$ cat config.mk
export PLATFORM = sky130hd
export DESIGN_NAME = pixel_stream_src
export DESIGN_NICKNAME = d
export VERILOG_FILES = /design/src/rtl/pixel_stream_src.sv
export SDC_FILE = /design/constraint.sdc
export NUM_CORES = 1
export LEC_CHECK = 0
export CORE_ASPECT_RATIO = 0.75
export CORE_MARGIN = 8
export CORE_UTILIZATION = 58
export CTS_BUF_LIST = sky130_fd_sc_hd__clkbuf_8
export DETAILED_ROUTE_END_ITERATION = 6
export GPL_TIMING_DRIVEN = 0
export HOLD_SLACK_MARGIN = 0.06
export PLACE_DENSITY = 0.95
export SLEW_MARGIN = 25
export SYNTH_ARGS = -nofsm -noshare
export SYNTH_HDL_FRONTEND = slang
export SYNTH_SLANG_ARGS = --single-unit
$ cat constraint.sdc
create_clock -name clk -period 2.85 [get_ports clk]
set_input_delay 0.285 -clock clk [delete_from_list [all_inputs] [get_ports clk]]
set_output_delay 0.285 -clock clk [all_outputs]
set_load 0.05 [all_outputs]
$ cat src/rtl/pixel_stream_src.sv
// Frame-RAM to bit-stream source for a NeoPixel encoder: fetches led_count pixel words,
// shifts them out over a valid/ready bit handshake, then holds the latch gap.
`timescale 1ns/1ps
module pixel_stream_src #(
  parameter int ADDR_W     = 6,
  parameter int WORD_W     = 32,
  parameter int PIX_BITS   = 24,
  parameter int RD_LAT     = 2,
  parameter int GAP_CYCLES = 10200,
  parameter int MSB_FIRST  = 1
) (
  input  logic              clk,
  input  logic              Rst_n,
  input  logic              start,
  input  logic              loop,
  input  logic              abort,
  input  logic [ADDR_W:0]   led_count,
  output logic              ram_rd_en,
  output logic [ADDR_W-1:0] ram_addr,
  input  logic [WORD_W-1:0] ram_q,
  output logic              bit_data,
  output logic              bit_valid,
  input  logic              bit_ready,
  output logic              bit_last,
  output logic              busy,
  output logic              frame_done,
  output logic [ADDR_W-1:0] cur_pix
);

  localparam int DEPTH = 1 << ADDR_W;
  localparam int CNT_W = ADDR_W + 1;
  localparam int BIT_W = $clog2(PIX_BITS + 1);
  localparam int GAP_W = $clog2(GAP_CYCLES + 1);
  localparam logic [CNT_W-1:0] DEPTH_C  = CNT_W'(DEPTH);
  localparam logic [BIT_W-1:0] LAST_BIT = BIT_W'(PIX_BITS - 1);
  localparam logic [GAP_W-1:0] GAP_LAST = GAP_W'(GAP_CYCLES - 1);

  typedef enum logic [1:0] {S_IDLE, S_RUN, S_GAP} state_t;

  state_t              state_q, state_d;
  logic [CNT_W-1:0]    count_q;
  logic [CNT_W-1:0]    fetch_q;
  logic [CNT_W-1:0]    pix_q;
  logic [RD_LAT-1:0]   rd_pipe_q;
  logic [PIX_BITS-1:0] sh_q;
  logic                sh_valid_q;
  logic [PIX_BITS-1:0] hold_q;
  logic                hold_valid_q;
  logic [BIT_W-1:0]    bit_cnt_q;
  logic [GAP_W-1:0]    gap_q;

  logic [CNT_W-1:0]    count_lim;
  logic [PIX_BITS-1:0] pix_word;
  logic abort_now, frame_begin, xfer, pix_end, last_pix, frame_end, gap_end;
  logic rd_issue, rd_land, land_to_sh, land_to_hold;

  assign count_lim   = (led_count > DEPTH_C) ? DEPTH_C : led_count;
  assign pix_word    = ram_q[PIX_BITS-1:0];
  assign abort_now   = abort && (state_q != S_IDLE);
  assign frame_begin = (state_d == S_RUN) && (state_q != S_RUN);
  assign xfer        = sh_valid_q && bit_ready;
  assign pix_end     = xfer && (bit_cnt_q == LAST_BIT);
  assign last_pix    = (pix_q == count_q - CNT_W'(1));
  assign frame_end   = pix_end && last_pix;
  assign gap_end     = (state_q == S_GAP) && (gap_q == GAP_LAST);
  // Single read in flight, and only when there is somewhere to put the word.
  assign rd_issue    = (state_q == S_RUN) && !(|rd_pipe_q) && !hold_valid_q && (fetch_q < count_q);
  assign rd_land     = rd_pipe_q[RD_LAT-1];
  assign land_to_sh  = rd_land && (!sh_valid_q || (pix_end && !hold_valid_q));
  assign land_to_hold = rd_land && !land_to_sh;

  generate
    if (PIX_BITS < WORD_W) begin : g_hi
      logic unused_ram_hi;
      assign unused_ram_hi = ^ram_q[WORD_W-1:PIX_BITS];
    end
  endgenerate

  always_ff @(posedge clk or negedge Rst_n) begin
    if (!Rst_n) state_q <= S_IDLE;
    else        state_q <= state_d;
  end

  always_comb begin
    state_d = state_q;
    case (state_q)
      S_IDLE:  if (start && (led_count != '0)) state_d = S_RUN;
      S_RUN:   if (frame_end) state_d = S_GAP;
      S_GAP:   if (gap_end) state_d = (loop && (led_count != '0)) ? S_RUN : S_IDLE;
      default: state_d = S_IDLE;
    endcase
    if (abort_now) state_d = S_IDLE;
  end

  always_comb begin
    ram_rd_en  = rd_issue;
    ram_addr   = fetch_q[ADDR_W-1:0];
    busy       = (state_q != S_IDLE);
    bit_valid  = sh_valid_q;
    bit_data   = (MSB_FIRST != 0) ? sh_q[PIX_BITS-1] : sh_q[0];
    bit_last   = sh_valid_q && last_pix && (bit_cnt_q == LAST_BIT);
    frame_done = gap_end && !abort;
    cur_pix    = pix_q[ADDR_W-1:0];
  end

  always_ff @(posedge clk or negedge Rst_n) begin
    if (!Rst_n) begin
      count_q      <= '0;
      fetch_q      <= '0;
      pix_q        <= '0;
      rd_pipe_q    <= '0;
      sh_q         <= '0;
      sh_valid_q   <= 1'b0;
      hold_q       <= '0;
      hold_valid_q <= 1'b0;
      bit_cnt_q    <= '0;
      gap_q        <= '0;
    end else if (abort_now || frame_begin) begin
      // Dropping rd_pipe_q here discards any word still in flight.
      fetch_q      <= '0;
      pix_q        <= '0;
      rd_pipe_q    <= '0;
      sh_valid_q   <= 1'b0;
      hold_valid_q <= 1'b0;
      bit_cnt_q    <= '0;
      gap_q        <= '0;
      if (frame_begin) count_q <= count_lim;
    end else begin
      rd_pipe_q <= RD_LAT'({rd_pipe_q, rd_issue});
      if (rd_issue) fetch_q <= fetch_q + CNT_W'(1);
      gap_q <= ((state_q == S_GAP) && !gap_end) ? gap_q + GAP_W'(1) : '0;

      if (pix_end) begin
        bit_cnt_q <= '0;
        if (!last_pix) pix_q <= pix_q + CNT_W'(1);
        if (hold_valid_q) begin
          sh_q         <= hold_q;
          hold_valid_q <= 1'b0;
        end else if (!rd_land) begin
          sh_valid_q <= 1'b0;
        end
      end else if (xfer) begin
        sh_q      <= (MSB_FIRST != 0) ? (sh_q << 1) : (sh_q >> 1);
        bit_cnt_q <= bit_cnt_q + BIT_W'(1);
      end

      if (land_to_sh) begin
        sh_q       <= pix_word;
        sh_valid_q <= 1'b1;
      end
      if (land_to_hold) begin
        hold_q       <= pix_word;
        hold_valid_q <= 1'b1;
      end
    end
  end

endmodule

# Yosys cells after proc, flatten, opt, wreduce, memory -nomap -nowiden
# Cells that the tools add are included.
[classes] n_addsub=5 mul=0 div_mod_pow=0 n_lt_le_gt_ge=2 n_eq_ne=11 shifts=0 mux=30 bitwise=1 reduce_logical=41
[op_table] op="24-bit two-way mux" count=4
[op_table] op="7-bit two-way mux" count=6
[op_table] op="14-bit two-way mux" count=2
[op_table] op="1-bit logical AND" count=18
[op_table] op="5-bit two-way mux" count=3
[op_table] op="14-bit by 1-bit adder with 14-bit output, second input constant" count=1
[op_table] op="7-bit by 1-bit adder with 7-bit output, second input constant" count=2
[op_table] op="14-bit equality test, second input constant" count=1
[op_table] op="3-bit nonzero test" count=4
[op_table] op="2-bit two-way mux" count=5
[op_table] op="1-bit two-way mux" count=9
[op_table] op="7-bit equality test" count=1
[op_table] op="7-bit > comparator, second input constant" count=1
[op_table] op="7-bit less-than comparator" count=1
[op_table] op="7-bit nonzero test" count=1
[op_table] op="7-bit by 1-bit subtractor with 7-bit output, second input constant" count=1
[op_table] op="1-bit zero test" count=6
[op_table] op="3-bit by 1-bit inequality test with 1-bit output, second input constant" count=2
[op_table] op="2-bit case mux with 3 select lines" count=1
[op_table] op="2-bit AND reduction" count=3
[op_table] op="3-bit AND reduction" count=2
[op_table] op="2-bit nonzero test" count=3
[op_table] op="5-bit by 1-bit adder with 5-bit output, second input constant" count=1
[op_table] op="5-bit equality test, second input constant" count=1
[op_table] op="8 further kinds" count=11
[totals] ff_bits=94 latchBits=0 ramBits=0 romBits=0 output_inout_bits=18 word_cells=101 mem_count=0

# Longest topological paths before layout
# Gate-level depths: netlist of the first run.
[depth] ltp_word=11 depth_mapped=9 depth_no_buf=8

# Least setup slack after synthesis of the first run
# OpenSTA, ideal clock, no wires.
[synth_timing] path_kind="register to output" start="reg count_q[0]" end="out bit_last" t_arrival_ps=2637 required_ps=2565 slack_ps=-72 path_stages_with_launch=6 n_path_buf=0 cell_sequence="dfrtp_1 > inv_1 > ha_1 > xor2_1 > o2111ai_1 > nor4_1"
[synth_via] elab_chain_cells=4
[synth_lines] element="from (decl)" line="41" source="logic [CNT_W-1:0] count_q;"
[synth_lines] element="from (signal assigned)" line="127" source="if (frame_begin) count_q <= count_lim;"
[synth_lines] element="7-bit by 1-bit subtractor with 7-bit output" line="63" source="assign last_pix = (pix_q == count_q - CNT_W'(1));"
[synth_lines] element="7-bit equality test" line="63"
[synth_lines] element="1-bit logical AND (2 in a row)" line="101" source="bit_last = sh_valid_q && last_pix && (bit_cnt_q == LAST_BIT);"
[synth_lines] element="to (decl)" line="24" source="output logic bit_last,"
# Every way passes these cells.

# Worst setup path after layout of the first run
[layout_timing] start="reg count_q[6]" end="out ram_rd_en"
[layout_via] elab_chain_cells=2
[layout_lines] element="7-bit less-than comparator" line="67" source="assign rd_issue = (state_q == S_RUN) && !(|rd_pipe_q) && !hold_valid_q && (fetch_q < count_q);"
[layout_lines] element="1-bit logical AND" line="67"
[layout_lines] element="to (decl)" line="18" source="output logic ram_rd_en,"
# Every way passes these cells.

==> results of run 1 <==
[cell usage after synthesis (6+ instances only)]
master and number:
mux2i_1 24, dfrtp_1 94, ha_1 11, mux2_4 19, o21ai_0 14, or3_1 6, nand2_1 26, nand2b_1 8
clkbuf_1 10, mux2_2 29, nand4_1 6, a21oi_1 38, xnor2_1 10, buf_4 12, nor2_1 55, xor2_1 16
nand3_1 17, inv_1 13
[critical path: cells and delay by family (launching register included)]
kind	cells	cell delay [ps]
AO/OA/AOI/OAI	2	740
AND/OR/NAND/NOR	1	440
flip-flops	1	410
buffers and inverters	3	330
adder cells (fa/ha/maj)	1	210
[cell usage in the layout, fill, tap and decap left out, types with 2 or more instances in the layout]
cell and n:
mux2_4 19, buf_6 6, nand2b_1 8, nor4_1 2, dfrtp_1 94, o21ai_0 14, nor4_2 2, nor2b_1 2
buf_2 3, nand2_1 26, clkbuf_1 10, inv_1 12, xor2_1 16, or3_1 6, and4_1 2, nor3_1 4
a21o_1 2, clkbuf_8 10, mux2_2 29, and3_1 2, and2_1 3, xnor2_1 10, inv_6 2, mux2i_1 24
nor2_1 55, a31oi_1 2, nand4_1 6, a21oi_1 38, ha_1 11, a211oi_1 2, clkdlybuf4s50_1 50, nand3b_1 2
nand3_1 17, or4_1 2, or4b_2 2, clkbuf_2 2, buf_4 12
[per-layer routing]
metal | share of wire | GRT usage | routed length [µm]
met1 | 0.44 | 0.250 | 5000
met2 | 0.49 | 0.315 | 5680
met3 | 0.043 | 0.0441 | 494
met4 | 0.028 | 0.0794 | 320
met5 | 0 | 0 | 0
[logic make-up (layout without fill, tap and decap cells)]
logic type                 after synthesis  after routing
AOI/OAI and AO/OA                       74             74
xor gates and xnor gates                26             26
buffers and inverters                   43            115
muxes                                   72             72
adders and majority gates               11             11
and+or+nand+nor                        148            148
DFF                                     94             94
[how the worst max path moves through the flow]
| stage | to | slack [ps] | depth (start not counted) |
|---|---|---|---|
| after CTS | bit_last | 10 | 6 |
| after detailed placement | ram_rd_en | -190 | 7 |
| after global routing | ram_rd_en | 20 | 7 |
| after floorplan | sh_q[10]$_DFFE_PN0P_ | 280 | 6 |
| final | ram_rd_en | 70 | 7 |
| after global placement | hold_q[10]$_DFFE_PN0P_ | -1810 | 1 |
[per-stage QoR]
step                      utilization  cell area, µm²  hold WS, ps  power [mW]
after global routing            0.706            5970          394        4.68
after CTS                       0.705            5960          380        4.42
final                           0.706            5970          385        4.43
after global placement          0.676            5720          464        3.36
after floorplan                     -            5040        -10.6        3.04
after detailed placement        0.679            5740          192        3.48
[state kept, by name, indices dropped and copies added (netlist names), 2 cells and up]
name / cells
bit_cnt_q: 5
count_q: 7
sh_q: 24
rd_pipe_q: 2
gap_q: 14
state_q: 2
fetch_q: 7
pix_q: 7
hold_q: 24
[power groups by stage]
stage               sequential [mW]  clock, mW  combinational [mW]
finish                         1.99      0.925                1.52
detailed placement             2.01          0                1.48
global placement               1.97          0                1.39
floorplan                      1.95          0                1.09
global route                   2.03      0.995                1.65
CTS                            1.98      0.936                1.51
[timing repair]
item / CTS / global route
endpoints found under the hold margin: 32 / 0
resized for setup: 12 / 7
pin swaps: 0 / 0
hold buffers: 1 / 0
setup endpoints to repair: 3 / 11
cloned: 0 / 0
[final cells by class]
| class | count | area, µm² |
|---|---|---|
| multi-input cells | 331 | 2460 |
| plain buffers | 30 | 193 |
| fillers | 579 | 2480 |
| clock buffers | 10 | 138 |
| flip-flops and latches | 94 | 2350 |
| inverters | 13 | 48.8 |
| well taps | 108 | 135 |
| repair buffers | 56 | 574 |
| clock inverters | 6 | 68.8 |
==> results.py, run 1 <==
metrics = {
    "run_status": {
        "status": "finished clean",
    },
    "drt": {
        "vias": 3768,
        "wl_per_cell_um": 17.7,
        "first_iter_violations": 276,
        "first_pass_iters": 5,
        "avgViaCountPerCell": 5.81,
        "drc": 0,
        "routed_wl_um": 11500,
        "drtAntennaViolNets": 0,
    },
    "setup_path": {
        "cpMaxStageDelayCell": "a2111o_1",
        "rrSetupSlack_ps": 200,
        "r2r-end": "sh_q[22]$_DFFE_PN0P_",
        "ff2ff_path_depth": 9,
        "critPathMaxFanout": 9,
        "endpoint_kind": "output port",
        "crit_start": "count_q[6]$_DFFE_PN0P_",
        "worst_setup_path_start_kind": "register",
        "cpPeakStageDelay_ps": 460,
        "cp.required_ps": 2570,
        "path_cells": "inv_1, ha_1, or4_1, a2111o_1, a21o_2, inv_2, buf_6",
        "worstReg2RegStart": "bit_cnt_q[0]$_DFFE_PN0P_",
        "arrival_ps": 2490,
        "crit_type": "register to output port",
    },
    "synthesis": {
        "ys_seq_elements": 94,
        "yosysTopAreaCellShare": 0.467,
        "async_flop_share": 1.00,
        "yosysWarningCount": 0,
        "synth.area.mux_share": 0.169,
        "synthAdderAreaFrac": 0.0273,
        "synth-compound-area-share": 0.0962,
        "avgSynthCellArea_um2": 10.8,
        "seq_area_frac_synth": 0.467,
        "synth-edff-count": 0,
        "synthSimpleGateAreaFrac": 0.147,
        "ys_types": 55,
        "yosys-top-cells-area": "dfrtp_1, mux2_2, mux2_4, mux2i_1, nor2_1",
        "syn_nets": 524,
        "syn_area_um2": 5030,
        "synth_xor_xnor_area_share": 0.0452,
        "synthCells": 468,
        "ys.flop_type": "dfrtp_1",
        "synth_top_family_by_area": "multiplexers",
        "yosys.area.top_type": "dfrtp_1",
    },
    "floorplanning": {
        "fp.dieW_um": 124,
        "die_area_um2": 11900,
        "rows": 29,
        "dieHeight_um": 96.7,
        "ioPinCount": 63,
        "start_util": 0.595,
        "core-area_um2": 8450,
    },
    "power": {
        "swShare": 0.338,
        "p_seq_frac": 0.448,
        "powerDensity_nw_per_um2": 743,
        "ir_drop_mv": 0.404,
        "power.switching_mw": 1.50,
        "power.internal_mw": 2.94,
        "combPwrFrac": 0.343,
        "p_leak_nw": 2.60,
        "p_clk_frac": 0.209,
    },
    "min_path": {
        "hp-class": "input pin to asynchronous set/reset pin",
    },
    "timing": {
        "tns_ps": 0,
        "finalSetupViolCount": 0,
        "finalCriticalPeriod_ps": 2780,
        "finalMaxSlewViolations": 0,
        "max_freq_ghz": 0.360,
        "hold_viol": 0,
        "tightest_slew_ps": 603,
        "finClkSkew_ps": 12.4,
        "setup_ws_ps": 70.8,
        "rsz0062_at_grt": "false",
        "finalCritPeriodShare": 0.975,
        "slew-limit-headroom": 0.596,
    },
    "final_layout": {
        "layout.nets": 591,
        "syn_to_final_growth_pct": 18.6,
        "layout-drive-gt1-share": 0.194,
        "n_antenna_cell": 0,
        "fin_cells": 648,
    },
    "clock_tree": {
        "cts_tree": "yes",
        "clockBufferDepth": 2,
        "post_cts_buffers": 0,
        "clk_pin_slew_worst_paths_ps": 90,
        "cts_max_level": 3,
        "cts_root_buf": "clkbuf_8",
        "cts_buffers": 9,
        "clk-insertion-delay-late_ps": 360,
        "clock-sinks": 94,
    },
    "grt": {
        "antenna_found_initial": 0,
        "grt_use_total": 0.197,
        "grt-ovfl-total": 0,
        "grt_max_degree": 63,
        "grt_pass1_wl_um": 19200,
        "grt_pass1_vias": 3969,
    },
    "run": {
        "cap_viol_max_count": 0,
    },
    "placed_design": {
        "placed_cells": 631,
        "placement.setup.worst_slack_ps": -186,
        "gp_congestion": 0.875,
        "dp_hpwl_um": 8140,
        "portBuffers": 54,
    },
}
Note: power is estimated with default switching activity, not from simulation.
==> inputs of run 2 (changes only) <==
Settings changed: CORE_MARGIN 8 to default, CORE_UTILIZATION 58 to 56, CTS_BUF_LIST sky130_fd_sc_hd__clkbuf_8 to default, PLACE_DENSITY 0.95 to 0.92.
==> results.py, run 2 (synthesis gave the netlist of run 1 again) <==
metrics = {
    "setup_path": {
        "critPathMaxFanout": 5,
        "worst_setup_path_start_kind": "register",
        "endpoint_kind": "register",
        "cp.required_ps": 3130,
        "cpPeakStageDelay_ps": 660,
        "cpMaxStageDelayCell": "nor4_1",
        "crit_buf_inv": 1,
        "path_cells": "inv_1, ha_1, and4_1, o2111ai_1, nor4_1, or4b_2, nand2_1",
        "cp_top_family": "simple AND/OR/NAND/NOR gates",
        "crit_type": "register to register",
        "arrival_ps": 3040,
    },
    "timing": {
        "rsz0062_at_grt": "false",
        "finalMaxSlewViolations": 0,
        "finalCritPeriodShare": 0.968,
        "finalSetupViolCount": 0,
        "tightest_slew_ps": 688,
        "max_freq_ghz": 0.363,
        "finalCriticalPeriod_ps": 2760,
        "slew-limit-headroom": 0.535,
        "finClkSkew_ps": 6.69,
        "hold_viol": 0,
    },
    "drt": {
        "avgViaCountPerCell": 5.91,
        "first_iter_violations": 249,
        "wl_per_cell_um": 17.7,
        "vias": 3837,
        "first_pass_iters": 7,
        "routed_wl_um": 11500,
        "drc": 6,
        "drtAntennaViolNets": 0,
    },
    "placed_design": {
        "gp_congestion": 0.854,
        "placed_cells": 631,
        "portBuffers": 54,
        "dp_hpwl_um": 7850,
    },
    "final_layout": {
        "syn_to_final_growth_pct": 21.5,
        "fin_cells": 649,
        "layout-drive-gt1-share": 0.189,
        "reg.largest.list": "hold_q (24), sh_q (24), gap_q (14)",
        "final_cell_mix": "dfrtp_1, nor2_1, clkdlybuf4s50_1",
        "layout.nets": 592,
        "n_antenna_cell": 0,
        "mostFrequentLayoutCell": "dfrtp_1",
    },
    "min_path": {
        "hp-class": "input pin to asynchronous set/reset pin",
    },
    "floorplanning": {
        "ioPinCount": 63,
        "fp.dieW_um": 111,
        "die_area_um2": 9380,
        "start_util": 0.585,
        "dieHeight_um": 84.1,
        "core-area_um2": 8600,
        "rows": 29,
    },
    "grt": {
        "grt_pass1_wl_um": 19300,
        "grt_max_degree": 67,
        "grt_pass1_vias": 4040,
        "antenna_found_initial": 0,
        "grt-ovfl-total": 0,
        "grt_use_total": 0.265,
    },
    "power": {
        "powerDensity_nw_per_um2": 806,
        "ir_drop_mv": 0.593,
        "total_power_mw": 4.93,
        "p_leak_nw": 2.67,
    },
    "run_status": {
        "status": "finished, violations left",
        "violations": "DRC",
    },
    "clock_tree": {
        "cts_tree": "yes",
        "clk-insertion-delay-late_ps": 350,
        "cts_root_buf": "clkbuf_16",
        "clock-sinks": 94,
        "cts_buffers": 9,
        "clk_pin_slew_worst_paths_ps": 60,
        "clockBufferDepth": 2,
        "cts_max_level": 3,
    },
    "run": {
        "cap_viol_max_count": 0,
    },
}
[run 2: cell count changes in the layout (fill, tap and decap cells not counted), moves of 2 or more]
cell       before  now
bufinv_16       1    3
clkbuf_16       0    9
clkbuf_8       10    2
clkbuf_1       10   12
inv_6           2    0
[run 2: power by group]
part | switching [mW] | total, mW | internal, mW
clock | 0.501 | 1.41 | 0.906
sequential | 0.275 | 2.00 | 1.72
combinational | 0.736 | 1.52 | 0.788
total | 1.51 | 4.93 | 3.42
[run 2: worst paths after layout]
kind,slack [ps],to,cells past startpoint,startpoint
min reg2reg,490,rd_pipe_q[1]$_DFF_PN0_,1,rd_pipe_q[0]$_DFF_PN0_
min in group clk,490,rd_pipe_q[1]$_DFF_PN0_,1,rd_pipe_q[0]$_DFF_PN0_
max reg2reg,90,state_q[1]$_DFF_PN0_,7,count_q[0]$_DFFE_PN0P_
max,90,state_q[1]$_DFF_PN0_,7,count_q[0]$_DFFE_PN0P_
max in group asynchronous,1860,pix_q[3]$_DFFE_PN0P_,3,Rst_n
min,370,gap_q[8]$_DFF_PN0_,2,Rst_n
[run 2: layout make-up]
| cell class | count | area [µm²] |
|---|---|---|
| fill | 581 | 2480 |
| multi-input combinational | 331 | 2450 |
| sequential | 94 | 2350 |
| timing repair buffer | 57 | 582 |
| clock buffer | 13 | 260 |
| buffer | 30 | 193 |
| tap | 108 | 135 |
| clock inverter | 3 | 90.1 |
| inverter | 13 | 48.8 |
[run 2: what timing repair did]
item,in CTS,in global routing
hold buffers,1,0
endpoints found under the setup margin,3,15
resized for setup,8,8
pin swaps,0,0
endpoints found under the hold margin,28,0
setup buffers,0,1
gates cloned,0,0
[run 2: worst reg2reg max path, cell delays in order, from the launching register on]
cell and delay (ps):
dfrtp_1 450, inv_1 120, ha_1 280, and4_1 220
o2111ai_1 210, nor4_1 660, or4b_2 660, nand2_1 90
[run 2: per-layer routing]
metal,global-route usage,wire (µm),vias to the layer above
met5,0,0,-
met4,0.130,316,0
met3,0.0588,634,32
met2,0.430,5570,127
met1,0.339,4960,1901
li1,-,-,1777
[run 2: through the flow]
stage / TNS [ps] / hold WS [ps] / cell area, µm² / worst slack, ps / utilization
6_report: 0 / 373 / 6120 / 92.0 / 0.711
5_1_grt: 0 / 400 / 6120 / 8.69 / 0.711
4_1_cts: 0 / 380 / 6100 / 46.1 / 0.709
3_5_place_dp: -763 / 184 / 5740 / -123 / 0.668
3_3_place_gp: -177920 / 465 / 5720 / -1900 / 0.665
2_1_floorplan: 0 / -10.6 / 5040 / 280 / -
==> inputs of run 3 (changes only) <==
Settings changed: TNS_END_PERCENT from default to 30.
==> results.py, run 3 (synthesis gave the netlist of run 1 again) <==
metrics = {
    "run_status": {
        "status": "finished, violations left",
        "violations": "DRC",
    },
    "floorplanning": {
        "core-area_um2": 8600,
        "fp.dieW_um": 111,
        "ioPinCount": 63,
        "dieHeight_um": 84.1,
        "die_area_um2": 9380,
        "rows": 29,
        "start_util": 0.585,
    },
    "timing": {
        "finClkSkew_ps": 6.39,
        "setup_ws_ps": 30.0,
        "max_freq_ghz": 0.355,
        "rsz0062_at_grt": "true",
        "slew-limit-headroom": 0.525,
        "hold_viol": 0,
        "finalCriticalPeriod_ps": 2820,
        "finalCritPeriodShare": 0.989,
        "finalSetupViolCount": 0,
        "finalMaxSlewViolations": 0,
        "tightest_slew_ps": 704,
    },
    "placed_design": {
        "portBuffers": 54,
        "placed_cells": 631,
        "dp_hpwl_um": 7850,
        "gp_congestion": 0.854,
        "placement.setup.worst_slack_ps": -123,
    },
    "setup_path": {
        "rrSetupSlack_ps": 70,
        "ff2ff_path_depth": 7,
        "crit_type": "register to output port",
        "endpoint_kind": "output port",
        "worstReg2RegStart": "count_q[0]$_DFFE_PN0P_",
        "path_cells": "inv_1, ha_1, or4_1, a2111o_1, a21o_1, inv_1, buf_4",
        "cpMaxStageDelayCell": "a2111o_1",
        "cp.required_ps": 2570,
        "critPathMaxFanout": 9,
        "cpPeakStageDelay_ps": 460,
        "r2r-end": "state_q[1]$_DFF_PN0_",
        "arrival_ps": 2540,
        "crit_start": "count_q[6]$_DFFE_PN0P_",
        "worst_setup_path_start_kind": "register",
        "cpMostUsedCell": "inv_1",
        "crit_path_end": "ram_rd_en",
    },
    "final_layout": {
        "layout.nets": 591,
        "reg.largest.list": "hold_q (24), sh_q (24), gap_q (14)",
        "final_cell_mix": "dfrtp_1, nor2_1, clkdlybuf4s50_1",
        "fin_cells": 648,
        "mostFrequentLayoutCell": "dfrtp_1",
        "syn_to_final_growth_pct": 21.3,
        "n_antenna_cell": 0,
        "layout-drive-gt1-share": 0.185,
        "fillers": 585,
    },
    "drt": {
        "drtAntennaViolNets": 0,
        "first_iter_violations": 249,
        "avgViaCountPerCell": 5.93,
        "routed_wl_um": 11600,
        "first_pass_iters": 6,
        "drc": 6,
        "vias": 3845,
        "wl_per_cell_um": 17.9,
    },
    "clock_tree": {
        "post_cts_buffers": 0,
        "clockBufferDepth": 2,
        "cts_max_level": 3,
        "clock-sinks": 94,
        "clk-insertion-delay-late_ps": 350,
        "cts_tree": "yes",
        "clk_pin_slew_worst_paths_ps": 60,
        "cts_buffers": 9,
        "cts_root_buf": "clkbuf_16",
    },
    "power": {
        "p_leak_nw": 2.66,
        "total_power_mw": 4.92,
        "powerDensity_nw_per_um2": 806,
        "ir_drop_mv": 0.594,
    },
    "grt": {
        "antenna_found_initial": 0,
        "grt-ovfl-total": 0,
        "grt_use_total": 0.264,
        "grt_pass1_wl_um": 19200,
        "grt_max_degree": 67,
        "grt_pass1_vias": 4043,
    },
    "min_path": {
        "hp-class": "input pin to asynchronous set/reset pin",
    },
    "run": {
        "cap_viol_max_count": 0,
    },
}
## run 3: final cells by class
type                            count  area (µm²)  share of cell area
Buffer                             30         193              0.0316
Inverter                           13        48.8             0.00800
Timing Repair Buffer               56         571              0.0935
Clock inverter                      3        90.1              0.0148
Clock buffer                       13         260              0.0426
Sequential cell                    94        2350               0.385
Tap cell                          108         135              0.0221
Multi-Input combinational cell    331        2450               0.402
## run 3: timing repair
action,CTS,global route
hold endpoints to repair,28,0
hold buffers,1,0
setup endpoints to repair,3,15
gates resized for setup,5,10
cloned,0,0
## run 3: worst max-delay path, delay by kind of cell (launching register included)
kind	cells	cell delay (ps)
adder cells (fa/ha/maj)	1	200
AO/OA/AOI/OAI	2	730
flip-flops	1	420
buffers and inverters	3	430
AND/OR/NAND/NOR	1	400
## run 3: report_power, final
part / switching (mW) / total, mW / internal [mW] / leakage [nW]
Sequential: 0.278 / 2.00 / 1.72 / 1.26
Combinational: 0.734 / 1.51 / 0.778 / 1.23
Clock: 0.502 / 1.41 / 0.906 / 0.170
## run 3: per-layer routing
layer / GRT usage / wire length [µm] / up-vias
li1: - / - / 1773
met1: 0.337 / 5100 / 1914
met2: 0.429 / 5630 / 129
met3: 0.0588 / 562 / 29
met4: 0.131 / 284 / 0
met5: 0 / 0 / -
## run 3: worst min path at each step
stage / from / end / slack [ps] / cells after the start
2_1_floorplan: Rst_n / bit_cnt_q[0]$_DFFE_PN0P_ / -10 / 0
3_3_place_gp: rd_pipe_q[0]$_DFF_PN0_ / rd_pipe_q[1]$_DFF_PN0_ / 470 / 1
3_5_place_dp: Rst_n / gap_q[8]$_DFF_PN0_ / 180 / 1
4_1_cts: Rst_n / gap_q[8]$_DFF_PN0_ / 380 / 2
5_1_grt: Rst_n / gap_q[11]$_DFF_PN0_ / 400 / 2
6_report: Rst_n / gap_q[12]$_DFF_PN0_ / 370 / 2
## run 3: per-stage QoR
stage	TNS (ps)	hold WS, ps	cell area, µm²	utilization
floorplan	0	-10.6	5040	-
global placement	-177920	465	5720	0.665
detailed placement	-763	184	5740	0.668
CTS	-117	380	6100	0.710
global route	-36.6	400	6100	0.710
finish	0	375	6100	0.710
